$ cat config.mk
export PLATFORM = sky130hd
export DESIGN_NAME = syn_lb_arb
export DESIGN_NICKNAME = d
export VERILOG_FILES = /design/src/rtl/syn_lb_arb_pkg.sv /design/src/rtl/syn_lb_arb_rr.sv /design/src/rtl/syn_lb_arb.sv
export SDC_FILE = /design/constraint.sdc
export NUM_CORES = 1
export LEC_CHECK = 0
export ABC_AREA = 1
export CAP_MARGIN = 5
export CORE_MARGIN = 2
export CORE_UTILIZATION = 30
export DETAILED_ROUTE_END_ITERATION = 16
export PLACE_DENSITY = 0.6
export SLEW_MARGIN = 20
export SYNTH_ARGS = -nofsm -noshare
export SYNTH_HDL_FRONTEND = slang
export SYNTH_SLANG_ARGS = --single-unit
$ cat constraint.sdc
create_clock -name clk_ir -period 3.05 [get_ports clk_ir]
set_input_delay 0.915 -clock clk_ir [delete_from_list [all_inputs] [get_ports clk_ir]]
set_output_delay 0.915 -clock clk_ir [all_outputs]
set_load 0.02 [all_outputs]
$ cat src/rtl/syn_lb_arb_pkg.sv
// syn_lb_arb_pkg: shared types and constants for the local-bus arbiter.
//   lb_arb_st_t      - arbiter FSM states
//   LB_ARB_ERR_DATA  - read data returned on a watchdog timeout
//   LB_ARB_ID_W      - width of the grant index / round-robin pointer
package syn_lb_arb_pkg;

  typedef enum logic [1:0] {
    IDLE  = 2'd0,
    ISSUE = 2'd1,
    WAIT  = 2'd2,
    DONE  = 2'd3
  } lb_arb_st_t;

  localparam logic [31:0] LB_ARB_ERR_DATA = 32'hDEADBEEF;
  localparam int unsigned LB_ARB_ID_W     = 3;

endpackage

$ cat src/rtl/syn_lb_arb_rr.sv
// syn_rr_arb: combinational round-robin picker.
//   i_req  - request vector, one bit per requester
//   i_ptr  - index of the last winner; search starts at i_ptr+1
//   o_gnt  - one-hot grant (all zero when nothing requests)
//   o_idx  - index of the granted requester (0 when nothing requests)
module syn_rr_arb #(
  parameter int unsigned NUM_REQ = 2,
  parameter int unsigned IDX_W   = 3
) (
  input  logic [NUM_REQ-1:0] i_req,
  input  logic [IDX_W-1:0]   i_ptr,
  output logic [NUM_REQ-1:0] o_gnt,
  output logic [IDX_W-1:0]   o_idx
);

  // Walk offsets from farthest to nearest so the nearest active
  // requester after i_ptr is the last (winning) assignment.
  always_comb begin
    o_gnt = '0;
    o_idx = '0;
    for (int unsigned off = NUM_REQ; off >= 1; off--) begin
      for (int unsigned j = 0; j < NUM_REQ; j++) begin
        if (i_req[j] && (((32'(i_ptr) + off) % NUM_REQ) == j)) begin
          o_gnt    = '0;
          o_gnt[j] = 1'b1;
          o_idx    = IDX_W'(j);
        end
      end
    end
  end

endmodule

$ cat src/rtl/syn_lb_arb.sv
// syn_lb_arb: round-robin arbiter sharing one local-bus slave port
// between NUM_MSTR requesters, one transaction at a time, with a
// watchdog that completes a silent transaction with error data.
//   clk_ir, rst_ih            - clock, synchronous active-high reset
//   mst_rd_en/mst_wr_en       - per-requester level requests
//   mst_addr/mst_wr_data      - packed per-requester address / write data
//   mst_rd_valid/mst_wr_valid - per-requester one-cycle completions
//   mst_rd_data               - shared read data, qualified by own valid
//   lb_rd_en/lb_wr_en         - downstream one-cycle request pulses
//   lb_addr/lb_wr_data        - downstream address / write data
//   lb_rd_valid/lb_wr_valid   - downstream completions, lb_rd_data
//   gnt_id                    - current or last granted requester
//   timeout_p                 - one-cycle pulse on watchdog completion
module syn_lb_arb
  import syn_lb_arb_pkg::*;
#(
  parameter int unsigned NUM_MSTR = 2,
  parameter int unsigned DATA_W   = 32,
  parameter int unsigned ADDR_W   = 8,
  parameter int unsigned TIMEOUT  = 255
) (
  input  logic                       clk_ir,
  input  logic                       rst_ih,
  input  logic [NUM_MSTR-1:0]        mst_rd_en,
  input  logic [NUM_MSTR-1:0]        mst_wr_en,
  input  logic [NUM_MSTR*ADDR_W-1:0] mst_addr,
  input  logic [NUM_MSTR*DATA_W-1:0] mst_wr_data,
  output logic [NUM_MSTR-1:0]        mst_wr_valid,
  output logic [NUM_MSTR-1:0]        mst_rd_valid,
  output logic [DATA_W-1:0]          mst_rd_data,
  output logic                       lb_rd_en,
  output logic                       lb_wr_en,
  output logic [ADDR_W-1:0]          lb_addr,
  output logic [DATA_W-1:0]          lb_wr_data,
  input  logic                       lb_wr_valid,
  input  logic                       lb_rd_valid,
  input  logic [DATA_W-1:0]          lb_rd_data,
  output logic [2:0]                 gnt_id,
  output logic                       timeout_p
);

  localparam int unsigned ID_W  = LB_ARB_ID_W;
  localparam int unsigned TMR_W = $clog2(TIMEOUT + 1);

  lb_arb_st_t          r_state;
  logic [ID_W-1:0]     r_rr_ptr;
  logic [ID_W-1:0]     r_gnt_id;
  logic [NUM_MSTR-1:0] r_gnt_oh;
  logic                r_op_wr;
  logic [TMR_W-1:0]    r_tmr;
  logic                r_lb_rd_en;
  logic                r_lb_wr_en;
  logic [ADDR_W-1:0]   r_lb_addr;
  logic [DATA_W-1:0]   r_lb_wr_data;
  logic [NUM_MSTR-1:0] r_mst_rd_valid;
  logic [NUM_MSTR-1:0] r_mst_wr_valid;
  logic [DATA_W-1:0]   r_mst_rd_data;
  logic                r_timeout_p;

  logic [NUM_MSTR-1:0] w_req;
  logic [NUM_MSTR-1:0] w_gnt_oh;
  logic [ID_W-1:0]     w_gnt_idx;
  logic                w_sel_wr;
  logic [ADDR_W-1:0]   w_sel_addr;
  logic [DATA_W-1:0]   w_sel_data;
  logic                w_resp;

  assign w_req = mst_rd_en | mst_wr_en;

  syn_rr_arb #(
    .NUM_REQ (NUM_MSTR),
    .IDX_W   (ID_W)
  ) u_rr_arb (
    .i_req (w_req),
    .i_ptr (r_rr_ptr),
    .o_gnt (w_gnt_oh),
    .o_idx (w_gnt_idx)
  );

  // Fields of the winning requester; write wins when both enables are set.
  always_comb begin
    w_sel_wr   = 1'b0;
    w_sel_addr = '0;
    w_sel_data = '0;
    for (int unsigned i = 0; i < NUM_MSTR; i++) begin
      if (w_gnt_oh[i]) begin
        w_sel_wr   = mst_wr_en[i];
        w_sel_addr = mst_addr[i*ADDR_W +: ADDR_W];
        w_sel_data = mst_wr_data[i*DATA_W +: DATA_W];
      end
    end
  end

  // Only the valid matching the latched operation ends the transaction.
  assign w_resp = r_op_wr ? lb_wr_valid : lb_rd_valid;

  always_ff @(posedge clk_ir) begin
    if (rst_ih) begin
      r_state        <= IDLE;
      r_rr_ptr       <= ID_W'(NUM_MSTR - 1);
      r_gnt_id       <= '0;
      r_gnt_oh       <= '0;
      r_op_wr        <= 1'b0;
      r_tmr          <= '0;
      r_lb_rd_en     <= 1'b0;
      r_lb_wr_en     <= 1'b0;
      r_lb_addr      <= '0;
      r_lb_wr_data   <= '0;
      r_mst_rd_valid <= '0;
      r_mst_wr_valid <= '0;
      r_mst_rd_data  <= '0;
      r_timeout_p    <= 1'b0;
    end else begin
      r_lb_rd_en     <= 1'b0;
      r_lb_wr_en     <= 1'b0;
      r_mst_rd_valid <= '0;
      r_mst_wr_valid <= '0;
      r_timeout_p    <= 1'b0;
      case (r_state)
        IDLE: begin
          if (|w_req) begin
            r_gnt_id     <= w_gnt_idx;
            r_rr_ptr     <= w_gnt_idx;
            r_gnt_oh     <= w_gnt_oh;
            r_op_wr      <= w_sel_wr;
            r_lb_addr    <= w_sel_addr;
            r_lb_wr_data <= w_sel_data;
            r_lb_wr_en   <= w_sel_wr;
            r_lb_rd_en   <= ~w_sel_wr;
            r_state      <= ISSUE;
          end
        end
        ISSUE: begin
          r_tmr   <= '0;
          r_state <= WAIT;
        end
        WAIT: begin
          // Response is checked before the timer so a same-cycle
          // response completes normally.
          if (w_resp) begin
            if (!r_op_wr) r_mst_rd_data <= lb_rd_data;
            if (r_op_wr) r_mst_wr_valid <= r_gnt_oh;
            else         r_mst_rd_valid <= r_gnt_oh;
            r_state <= DONE;
          end else if (r_tmr == TMR_W'(TIMEOUT)) begin
            r_mst_rd_data <= DATA_W'(LB_ARB_ERR_DATA);
            r_timeout_p   <= 1'b1;
            if (r_op_wr) r_mst_wr_valid <= r_gnt_oh;
            else         r_mst_rd_valid <= r_gnt_oh;
            r_state <= DONE;
          end else begin
            r_tmr <= r_tmr + 1'b1;
          end
        end
        DONE: begin
          r_state <= IDLE;
        end
        default: begin
          r_state <= IDLE;
        end
      endcase
    end
  end

  assign lb_rd_en     = r_lb_rd_en;
  assign lb_wr_en     = r_lb_wr_en;
  assign lb_addr      = r_lb_addr;
  assign lb_wr_data   = r_lb_wr_data;
  assign mst_rd_valid = r_mst_rd_valid;
  assign mst_wr_valid = r_mst_wr_valid;
  assign mst_rd_data  = r_mst_rd_data;
  assign gnt_id       = 3'(r_gnt_id);
  assign timeout_p    = r_timeout_p;

endmodule

==> impl_results.md, run 1 <==
- Initial antenna violation count: 0
- Tcrit/Tclk final: 75.0%
- Non-filler instance count after layout: 999
- GRT Total Usage: 16.3%
- Pins Over Slew Limit: 0
- DRT Pass-1 Iters: 4
- Layout cells sized above 1: 8.75%
- Synthesized area per cell: 7.37 um2
- CTS tree: yes
- Seq. cell area: 1860 um2
- Full die area: 16,400 um2
- Worst-Margin Slew: 0.612 ns
- Critical path class: register to primary output
- WP data arrival: 1.37 ns
- Vias in the first global route: 4,114
- Yosys reg bits: 93
- Worst hold path class: register to register
- Outcome: complete, no violations
- Post-synthesis sequential area ratio: 40.3%
- Post-Synthesis Cells: 627
- Clock Latency Late Sink: 0.35 ns
- Via count: 4,488
- CP Capture Type: primary output
- Hold Violations, Final: 0
- Post-CTS sizing: 0
- Setup_tns: 0 ns
- Site row count: 45
- Pwr/cell area: 815 nW/um2
- # port buffers: 199
- Die Y-Extent: 128 um
- Multi-input logic area: 2090 um2
- # IOs: 202
- Global-route wire length before repair: 20,900 um
- Fin area: 7060 um2
- CP startpoint kind: register
- Total CTS buffers: 9
- # placed instances: 983
- Largest net degree at the start of global routing: 57
- Final Util: 46.6%
- Final #Nets: 931
- Starting Density: 30.5%
- CP required: 2.13 ns
- GPL Wtd Cong: 0.839
- RSZ-0062 raised after global routing: false
- Slowest CP cell: clkdlybuf4s50_1
- Syn Std Cell Area: 4620 um2
- Hold_buf cts: 0
- # fillers: 1,534
- Clock Path Buffers: 2
- Antenna cell count: 0
- Clock Sinks: 93
- DRC errors left: 0
- CP Max Fanout: 2
- Worst relative slew slack: 59.2%
- CTS Root Buffer Type: clkbuf_16
- Wire per inst: 13.4 um
- Placed instance area: 6760 um2
- Fmax: 437 MHz
- Clock Skews: 0.00653 ns
- Area Growth Syn to Fin: 52.9%
- Kind of cell adding the most delay to the critical path: buffers and inverters
- Critical Path Max Stage Delay: 0.63 ns
- P_leak: 3.00 nW
- Total gr overflow: 0
- DP HPWL: 9400 um
- Clock-pin slew on the worst setup and hold paths: 0.07 ns
- CORE AREA: 15,100 um2
- H-tree levels: 3
- Setup Buffers After CTS: 0
- Sequence of cells on the critical path: clkdlybuf4s50_1
- Max-cap violation count: 0
- Synth Warn #: 0
- DIE WIDTH: 128 um
- Setup violators final: 0
- Tot Pwr: 0.00575 W
- DRT Wirelength: 13,400 um
- Tmin final: 2.29 ns
- Count of different cell masters after synthesis: 30
- Vias/cell: 4.49
- Max rail drop VDD: 0.000476 V
- CP bufs+invs: 1
- DRT iter0 DRCs: 233
- Final antenna-violating net count: 0
## synth_stat cells
| cell type | instances | share of area, % |
|---|---|---|
| nand2_1 | 149 | 12 |
| inv_1 | 110 | 8.9 |
| dfxtp_1 | 93 | 40 |
| nand3_1 | 53 | 5.7 |
| nand4_1 | 34 | 4.6 |
| o211ai_1 | 34 | 5.5 |
| a21oi_1 | 24 | 2.6 |
| buf_2 | 18 | 2.0 |
| nor2_1 | 18 | 1.5 |
| clkbuf_1 | 12 | 0.98 |
| a21oi_4 | 11 | 3.9 |
| a21oi_2 | 10 | 1.9 |
| buf_4 | 7 | 1.1 |
| o21ai_1 | 7 | 0.76 |
| ha_1 | 5 | 1.4 |
| inv_2 | 5 | 0.41 |
| nand2_2 | 5 | 0.68 |
| nor2_4 | 5 | 1.2 |
| nor4_1 | 5 | 0.68 |
| o21ai_0 | 5 | 0.54 |
| buf_6 | 4 | 0.98 |
| nand2_4 | 3 | 0.73 |
| buf_1 | 2 | 0.16 |
| nor2_2 | 2 | 0.27 |
| conb_1 | 1 | 0.081 |
| nand3_2 | 1 | 0.22 |
| nand3_4 | 1 | 0.38 |
| nor3_1 | 1 | 0.11 |
| nor3b_1 | 1 | 0.16 |
| or2_2 | 1 | 0.14 |
## registers in the layout, indices dropped and copies added, names as in the netlist, 2 cells and up
signal	cells
lb_wr_data	32
mst_rd_data	32
lb_addr	8
r_tmr	8
mst_rd_valid	2
mst_wr_valid	2
r_gnt_oh	2
r_state	2
## power breakdown
part | switching, W | total (W) | internal, W | leakage (nW)
clock network | 0.000514 | 0.00115 | 0.000638 | 0.142
logic | 0.00160 | 0.00280 | 0.00119 | 2.09
registers | 0.000225 | 0.00181 | 0.00158 | 0.763
total | 0.00234 | 0.00575 | 0.00341 | 3.00
## cells by family after synthesis
group	after synthesis	synth area share [%]
AOI/OAI and AO/OA	91	15.2
and+or+nand+nor	279	28.5
buffers and inverters	158	14.5
DFF	93	40.3
adders and majority gates	5	1.35
other	1	0.0812
## metal layers
metal | track usage (%) | up-vias | wire length, um
met3 | 7.97 | 7 | 1370
met1 | 20.3 | 1939 | 6140
met5 | 0 | - | 0
li1 | - | 2366 | -
met2 | 25.4 | 176 | 5790
met4 | 3.68 | 0 | 115
## cell usage in the layout, fill, tap and decap left out, types with 6 or more instances in the layout
cell | Yosys | routed
nand3_1 | 53 | 53
clkdlybuf4s50_1 | 0 | 199
clkbuf_16 | 0 | 9
o211ai_1 | 34 | 34
dfxtp_1 | 93 | 93
nor2_1 | 18 | 18
nor2_4 | 5 | 6
buf_4 | 7 | 6
a21oi_4 | 11 | 11
a21oi_2 | 10 | 10
a21oi_1 | 24 | 24
nand4_1 | 34 | 34
inv_1 | 110 | 110
o21ai_1 | 7 | 7
nand2_1 | 149 | 149
## worst paths after layout
check,start,end,slack (ns),depth (start not counted)
setup reg to reg,r_state[0],r_state[1],1.06,7
hold / removal,mst_rd_data[10],mst_rd_data[10],0.44,2
hold reg to reg,mst_rd_data[10],mst_rd_data[10],0.44,2
setup / recovery,lb_wr_data[3],lb_wr_data[3],0.76,1
## layout make-up
cell class	count	area share, %
multi-input combinational	377	29.6
clock inverter	7	1.08
timing repair buffer	210	30.3
tap	188	3.33
inverter	115	6.11
sequential	93	26.4
clock buffer	9	3.19
## stage by stage
step                      worst slack [ns]  hold WS [ns]
after CTS                            0.723         0.445
after global routing                 0.700         0.470
after floorplan                       1.20         0.443
final                                0.762         0.442
after global placement               0.471         0.434
after detailed placement             0.472         0.434
(Power assumes the default switching activity.)
==> inputs of run 2 (changes only) <==
Clock period 3.05 ns to 2.4 ns, I/O delays scaled along.
==> run 2 against run 1 <==
Compared with the run above:
- non-clock buffer count increased by 3
- routed wire length decreased by 1.2%
- register-to-register slack got worse by 0.48 ns
- global-route usage increased by 0.098 points
- combinational power increased by 29%
- cell count increased by 0.20%
- sequential share of layout area decreased by 0.19 points
- count of clock-buffer cells in the layout increased by 2
- via count increased by 0.47%
- cell area increased by 0.74%
- die area unchanged
- critical endpoint is now gnt_id[0]
==> impl_results.md, run 2 (same netlist as run 1, synthesis figures left out) <==
- Tcrit/Tclk final: 86.7%
- Total CTS buffers: 9 (unchanged)
- Starting Density: 30.5% (unchanged)
- Critical path class: register to primary output (unchanged)
- Worst hold path class: register to register (unchanged)
- CP Capture Type: primary output (unchanged)
- RSZ-0062 raised after global routing: false (unchanged)
- Clock-pin slew on the worst setup and hold paths: 0.07 ns (about the same)
- Via count: 4,509 (was 4,488)
- Setup_tns: 0 ns (unchanged)
- Fin area: 7110 um2 (was 7060 um2)
- CP bufs+invs: 1 (unchanged)
- GRT Total Usage: 16.4% (was 16.3%)
- P_leak: 3.03 nW (was 3.00 nW)
- # IOs: 202 (unchanged)
- Global-route wire length before repair: 21,200 um (was 20,900 um)
- Clock Path Buffers: 2 (unchanged)
- Final #Nets: 934 (was 931)
- Slowest CP cell: clkdlybuf4s50_1 (unchanged)
- CP startpoint kind: register (unchanged)
- Clock Latency Late Sink: 0.34 ns (was 0.35 ns)
- Vias/cell: 4.50 (was 4.49)
- Hold_buf cts: 0 (unchanged)
- Total gr overflow: 0 (unchanged)
- GPL Wtd Cong: 0.815 (was 0.839)
- Net switching power: 0.00292 W (was 0.00234 W)
- Fmax: 481 MHz
- Placed instance area: 6810 um2 (was 6760 um2)
- Die Y-Extent: 128 um (unchanged)
- DRT Pass-1 Iters: 5 (was 4)
- Pwr/cell area: 1040 nW/um2 (was 815 nW/um2)
- CTS tree: yes (unchanged)
- Setup Buffers After CTS: 0 (unchanged)
- Kind of cell adding the most delay to the critical path: buffers and inverters (unchanged)
- CORE AREA: 15,100 um2 (unchanged)
- Part of the power in registers: 31.0% (was 31.4%)
- Pins Over Slew Limit: 0 (unchanged)
- Outcome: complete, no violations (unchanged)
- Worst-Margin Slew: 0.627 ns (was 0.612 ns)
- Most frequent cells in the layout: clkdlybuf4s50_1, nand2_1, inv_1, dfxtp_1, nand3_1 (unchanged)
- Sequence of cells on the critical path: clkdlybuf4s50_1 (unchanged)
- CP required: 1.68 ns (was 2.13 ns)
- Full die area: 16,400 um2 (unchanged)
- Site row count: 45 (unchanged)
- Antenna cell count: 0 (unchanged)
- CTS Root Buffer Type: clkbuf_16 (unchanged)
- Clock Skews: 0.00715 ns (was 0.00653 ns)
- Most common cell after layout, fill and taps aside: clkdlybuf4s50_1 (unchanged)
- DRT Wirelength: 13,300 um (was 13,400 um)
- DIE WIDTH: 128 um (unchanged)
- Tmin final: 2.08 ns
- Area Growth Syn to Fin: 54.0% (was 52.9%)
- Critical Path Max Stage Delay: 0.63 ns (about the same)
- Combinational power share: 48.7% (was 48.6%)
- Switching portion of total power: 39.5% (was 40.7%)
- Max-cap violation count: 0 (unchanged)
- DRT iter0 DRCs: 225 (was 233)
- DP HPWL: 9520 um (was 9400 um)
- DRC errors left: 0 (unchanged)
- H-tree levels: 3 (unchanged)
- Setup violators final: 0 (unchanged)
- Final antenna-violating net count: 0 (unchanged)
- Layout cells sized above 1: 8.73% (was 8.75%)
- Initial antenna violation count: 0 (unchanged)
- CP Max Fanout: 3 (was 2)
- WP data arrival: 1.36 ns (was 1.37 ns)
- P_int: 0.00448 W (was 0.00341 W)
- # port buffers: 199 (unchanged)
- Max rail drop VDD: 0.000465 V (was 0.000476 V)
- Worst relative slew slack: 58.2% (was 59.2%)
- Clock Sinks: 93 (unchanged)
- Clock share of power: 20.4% (was 20.0%)
- Wire per inst: 13.2 um (was 13.4 um)
- Post-CTS sizing: 0 (unchanged)
- Vias in the first global route: 4,244 (was 4,114)
- Largest net degree at the start of global routing: 62 (was 57)
- Hold Violations, Final: 0 (unchanged)
-- run 2: cell types whose count changed in the layout (fill, tap and decap cells not counted) --
cell        change
clkinv_4        -2
bufinv_16       +1
clkinvlp_4      -2
buf_4           +1
buf_12          +2
clkbuf_1        +2
-- run 2: power groups by stage --
stage / Sequential (W) / Clock, W / Combinational [W]
final: 0.00229 / 0.00151 / 0.00360
after detailed placement: 0.00231 / 0 / 0.00364
after floorplan: 0.00273 / 0 / 0.00175
after global placement: 0.00233 / 0 / 0.00363
after global routing: 0.00235 / 0.00164 / 0.00395
after CTS: 0.00230 / 0.00156 / 0.00365
-- run 2: worst paths after layout --
path                                      start              end  slack (ns)  depth (start not counted)
worst max register to register       r_state[0]  mst_rd_data[14]        0.58                          7
worst min-delay path            mst_rd_data[10]  mst_rd_data[10]        0.45                          2
worst max-delay path                r_gnt_oh[1]        gnt_id[0]        0.32                          1
worst min register to register  mst_rd_data[10]  mst_rd_data[10]        0.45                          2
-- run 2: layout make-up --
class | count | area (um2)
flip-flops and latches | 93 | 1860
fillers | 1513 | 8030
well taps | 188 | 235
clock buffers | 11 | 233
repair buffers | 213 | 2180
multi-input cells | 377 | 2090
inverters | 115 | 432
clock inverters | 4 | 73.8
-- run 2: through the flow --
step	worst slack (ns)	power (W)	utilization (%)	std cells	hold WS (ns)
after floorplan	0.742	0.00449	-	628	0.443
after global placement	0.130	0.00595	44.9	986	0.433
after detailed placement	0.121	0.00595	44.9	986	0.437
after CTS	0.275	0.00750	47.0	1001	0.447
after global routing	0.266	0.00794	47.0	1001	0.476
final	0.319	0.00740	47.0	1001	0.446
-- run 2: layer usage --
| layer | vias to the layer above | wire (um) | GRT usage (%) |
|---|---|---|---|
| met5 | - | 0 | 0 |
| met4 | 0 | 186 | 5.62 |
| met3 | 12 | 1330 | 6.18 |
| met2 | 173 | 5770 | 25.6 |
| met1 | 1955 | 5970 | 20.7 |
| li1 | 2369 | - | - |
==> inputs of run 3 (changes only) <==
Settings changed: PLACE_DENSITY 0.6 to 0.63, SLEW_MARGIN 20 to not set.
==> run 3 against run 2 <==
Compared with the run above:
- total power fell by 0.94%
- highest routed layer unchanged
- register-to-register slack about the same
- sequential share of layout area about the same
- worst hold slack got worse by 0.0018 ns
- sequential power is essentially flat
- cell count grew 0.60%
- largest power group unchanged
- count of clock-buffer cells in the layout increased by 1
- critical path depth is the same
- via count increased by 0.31%
==> impl_results.md, run 3 (same netlist as run 1, synthesis figures left out) <==
- Tot Pwr: 0.00733 W (was 0.00740 W)
- Wire per inst: 12.9 um (was 13.2 um)
- Worst hold path class: register to register (unchanged)
- Total CTS buffers: 9 (unchanged)
- Site row count: 45 (unchanged)
- Clock-pin slew on the worst setup and hold paths: 0.07 ns (about the same)
- Setup Buffers After CTS: 0 (unchanged)
- Area Growth Syn to Fin: 54.3% (was 54.0%)
- RSZ-0062 raised after global routing: false (unchanged)
- Total gr overflow: 0 (unchanged)
- Critical Path Max Stage Delay: 0.65 ns (was 0.63 ns)
- Via count: 4,523 (was 4,509)
- # fillers: 1,506 (was 1,513)
- GPL Wtd Cong: 0.858 (was 0.815)
- Max rail drop VDD: 0.000581 V (was 0.000465 V)
- Pwr/cell area: 1030 nW/um2 (was 1040 nW/um2)
- Hold Violations, Final: 0 (unchanged)
- Largest net degree at the start of global routing: 38 (was 62)
- # IOs: 202 (unchanged)
- CP bufs+invs: 1 (unchanged)
- Register-to-register setup slack: 0.59 ns (was 0.58 ns)
- Fmax: 486 MHz (was 481 MHz)
- DRT iter0 DRCs: 161 (was 225)
- Crit path from: lb_wr_data[3] (was r_gnt_oh[1])
- Worst-Margin Slew: 0.586 ns (was 0.627 ns)
- Most common cell after layout, fill and taps aside: clkdlybuf4s50_1 (unchanged)
- Most frequent cells in the layout: clkdlybuf4s50_1, nand2_1, inv_1, dfxtp_1, nand3_1 (unchanged)
- Worst relative slew slack: 60.9% (was 58.2%)
- Critical path depth: 1 (unchanged)
- Clock Path Buffers: 2 (unchanged)
- DRT Pass-1 Iters: 4 (was 5)
- Critical path class: register to primary output (unchanged)
- Sequence of cells on the critical path: clkdlybuf4s50_1 (unchanged)
- Antenna cell count: 0 (unchanged)
- Pins Over Slew Limit: 0 (unchanged)
- # port buffers: 199 (unchanged)
- CORE AREA: 15,100 um2 (unchanged)
- R2r endpoint: mst_rd_data[16] (was mst_rd_data[14])
- Max-cap violation count: 0 (unchanged)
- Final antenna-violating net count: 0 (unchanged)
- Outcome: complete, no violations (unchanged)
- Tmin final: 2.06 ns (was 2.08 ns)
- WP data arrival: 1.34 ns (was 1.36 ns)
- Setup_tns: 0 ns (unchanged)
- Die Y-Extent: 128 um (unchanged)
- Final #Nets: 939 (was 934)
- DP HPWL: 9540 um (was 9520 um)
- Clock Skews: 0.00918 ns (was 0.00715 ns)
- Vias in the first global route: 4,197 (was 4,244)
- CP Max Fanout: 2 (was 3)
- CP startpoint kind: register (unchanged)
- Starting Density: 30.5% (unchanged)
- Post-CTS sizing: 0 (unchanged)
- Initial antenna violation count: 0 (unchanged)
- P_leak: 3.04 nW (was 3.03 nW)
- CTS tree: yes (unchanged)
- Layout cells sized above 1: 9.40% (was 8.73%)
- Clock Latency Late Sink: 0.34 ns (about the same)
- R2r worst-path depth: 6 (was 7)
- DIE WIDTH: 128 um (unchanged)
- Vias/cell: 4.49 (was 4.50)
- CTS Root Buffer Type: clkbuf_16 (unchanged)
- CP required: 1.68 ns (about the same)
- GRT Total Usage: 15.9% (was 16.4%)
- DRT Wirelength: 13,000 um (was 13,300 um)
- Tcrit/Tclk final: 85.7% (was 86.7%)
- Global-route wire length before repair: 20,900 um (was 21,200 um)
- Critical Path Sink: lb_wr_data[3] (was gnt_id[0])
- DRC errors left: 0 (unchanged)
- Kind of cell adding the most delay to the critical path: buffers and inverters (unchanged)
- Full die area: 16,400 um2 (unchanged)
- Worst hold slack: 0.444 ns (was 0.446 ns)
- H-tree levels: 3 (unchanged)
- CP Capture Type: primary output (unchanged)
- Clock Sinks: 93 (unchanged)
- Slowest CP cell: clkdlybuf4s50_1 (unchanged)
- Hold_buf cts: 0 (unchanged)
- Worst reg2reg path startpoint: r_state[0] (unchanged)
- Setup violators final: 0 (unchanged)
==> run 3: worst min path at each step <==
stage                    start  depth (start not counted)              end  slack, ns
6_report       mst_rd_data[10]                          2  mst_rd_data[10]       0.44
5_1_grt        mst_rd_data[10]                          2  mst_rd_data[10]       0.46
4_1_cts        mst_rd_data[10]                          2  mst_rd_data[10]       0.44
3_5_place_dp   mst_rd_data[10]                          2  mst_rd_data[10]       0.43
3_3_place_gp   mst_rd_data[12]                          2  mst_rd_data[12]       0.43
2_1_floorplan      r_gnt_oh[0]                          2  mst_rd_valid[0]       0.44
==> run 3: final cells by class <==
class	count	area, um2	share of cell area (%)
Inverter	115	432	6.06
Multi-Input combinational cell	377	2090	29.4
Timing Repair Buffer	218	2210	31.0
Clock inverter	4	47.5	0.667
Sequential cell	93	1860	26.1
Tap cell	188	235	3.30
Clock buffer	12	246	3.46
==> run 3: power by group <==
part           switching (W)  leakage (nW)  internal, W  total, W
logic                0.00204          2.14      0.00158   0.00362
clock network       0.000592         0.143     0.000834   0.00143
registers           0.000268         0.763      0.00201   0.00228
==> run 3: layer usage <==
layer	global-route usage (%)	part of all wire, %	vias up
met3	5.30	9.0	12
met1	20.7	47	1957
met5	0	0	-
met4	5.62	1.4	0
li1	-	-	2376
met2	24.8	42	178
==> run 3: stage by stage <==
step	area [um2]	util [%]	std cells	setup WS [ns]
2_1_floorplan	4620	-	628	0.742
3_3_place_gp	6830	45.1	991	0.144
3_5_place_dp	6830	45.1	991	0.0907
4_1_cts	7130	47.0	1007	0.310
5_1_grt	7130	47.0	1007	0.289
6_report	7130	47.0	1007	0.343
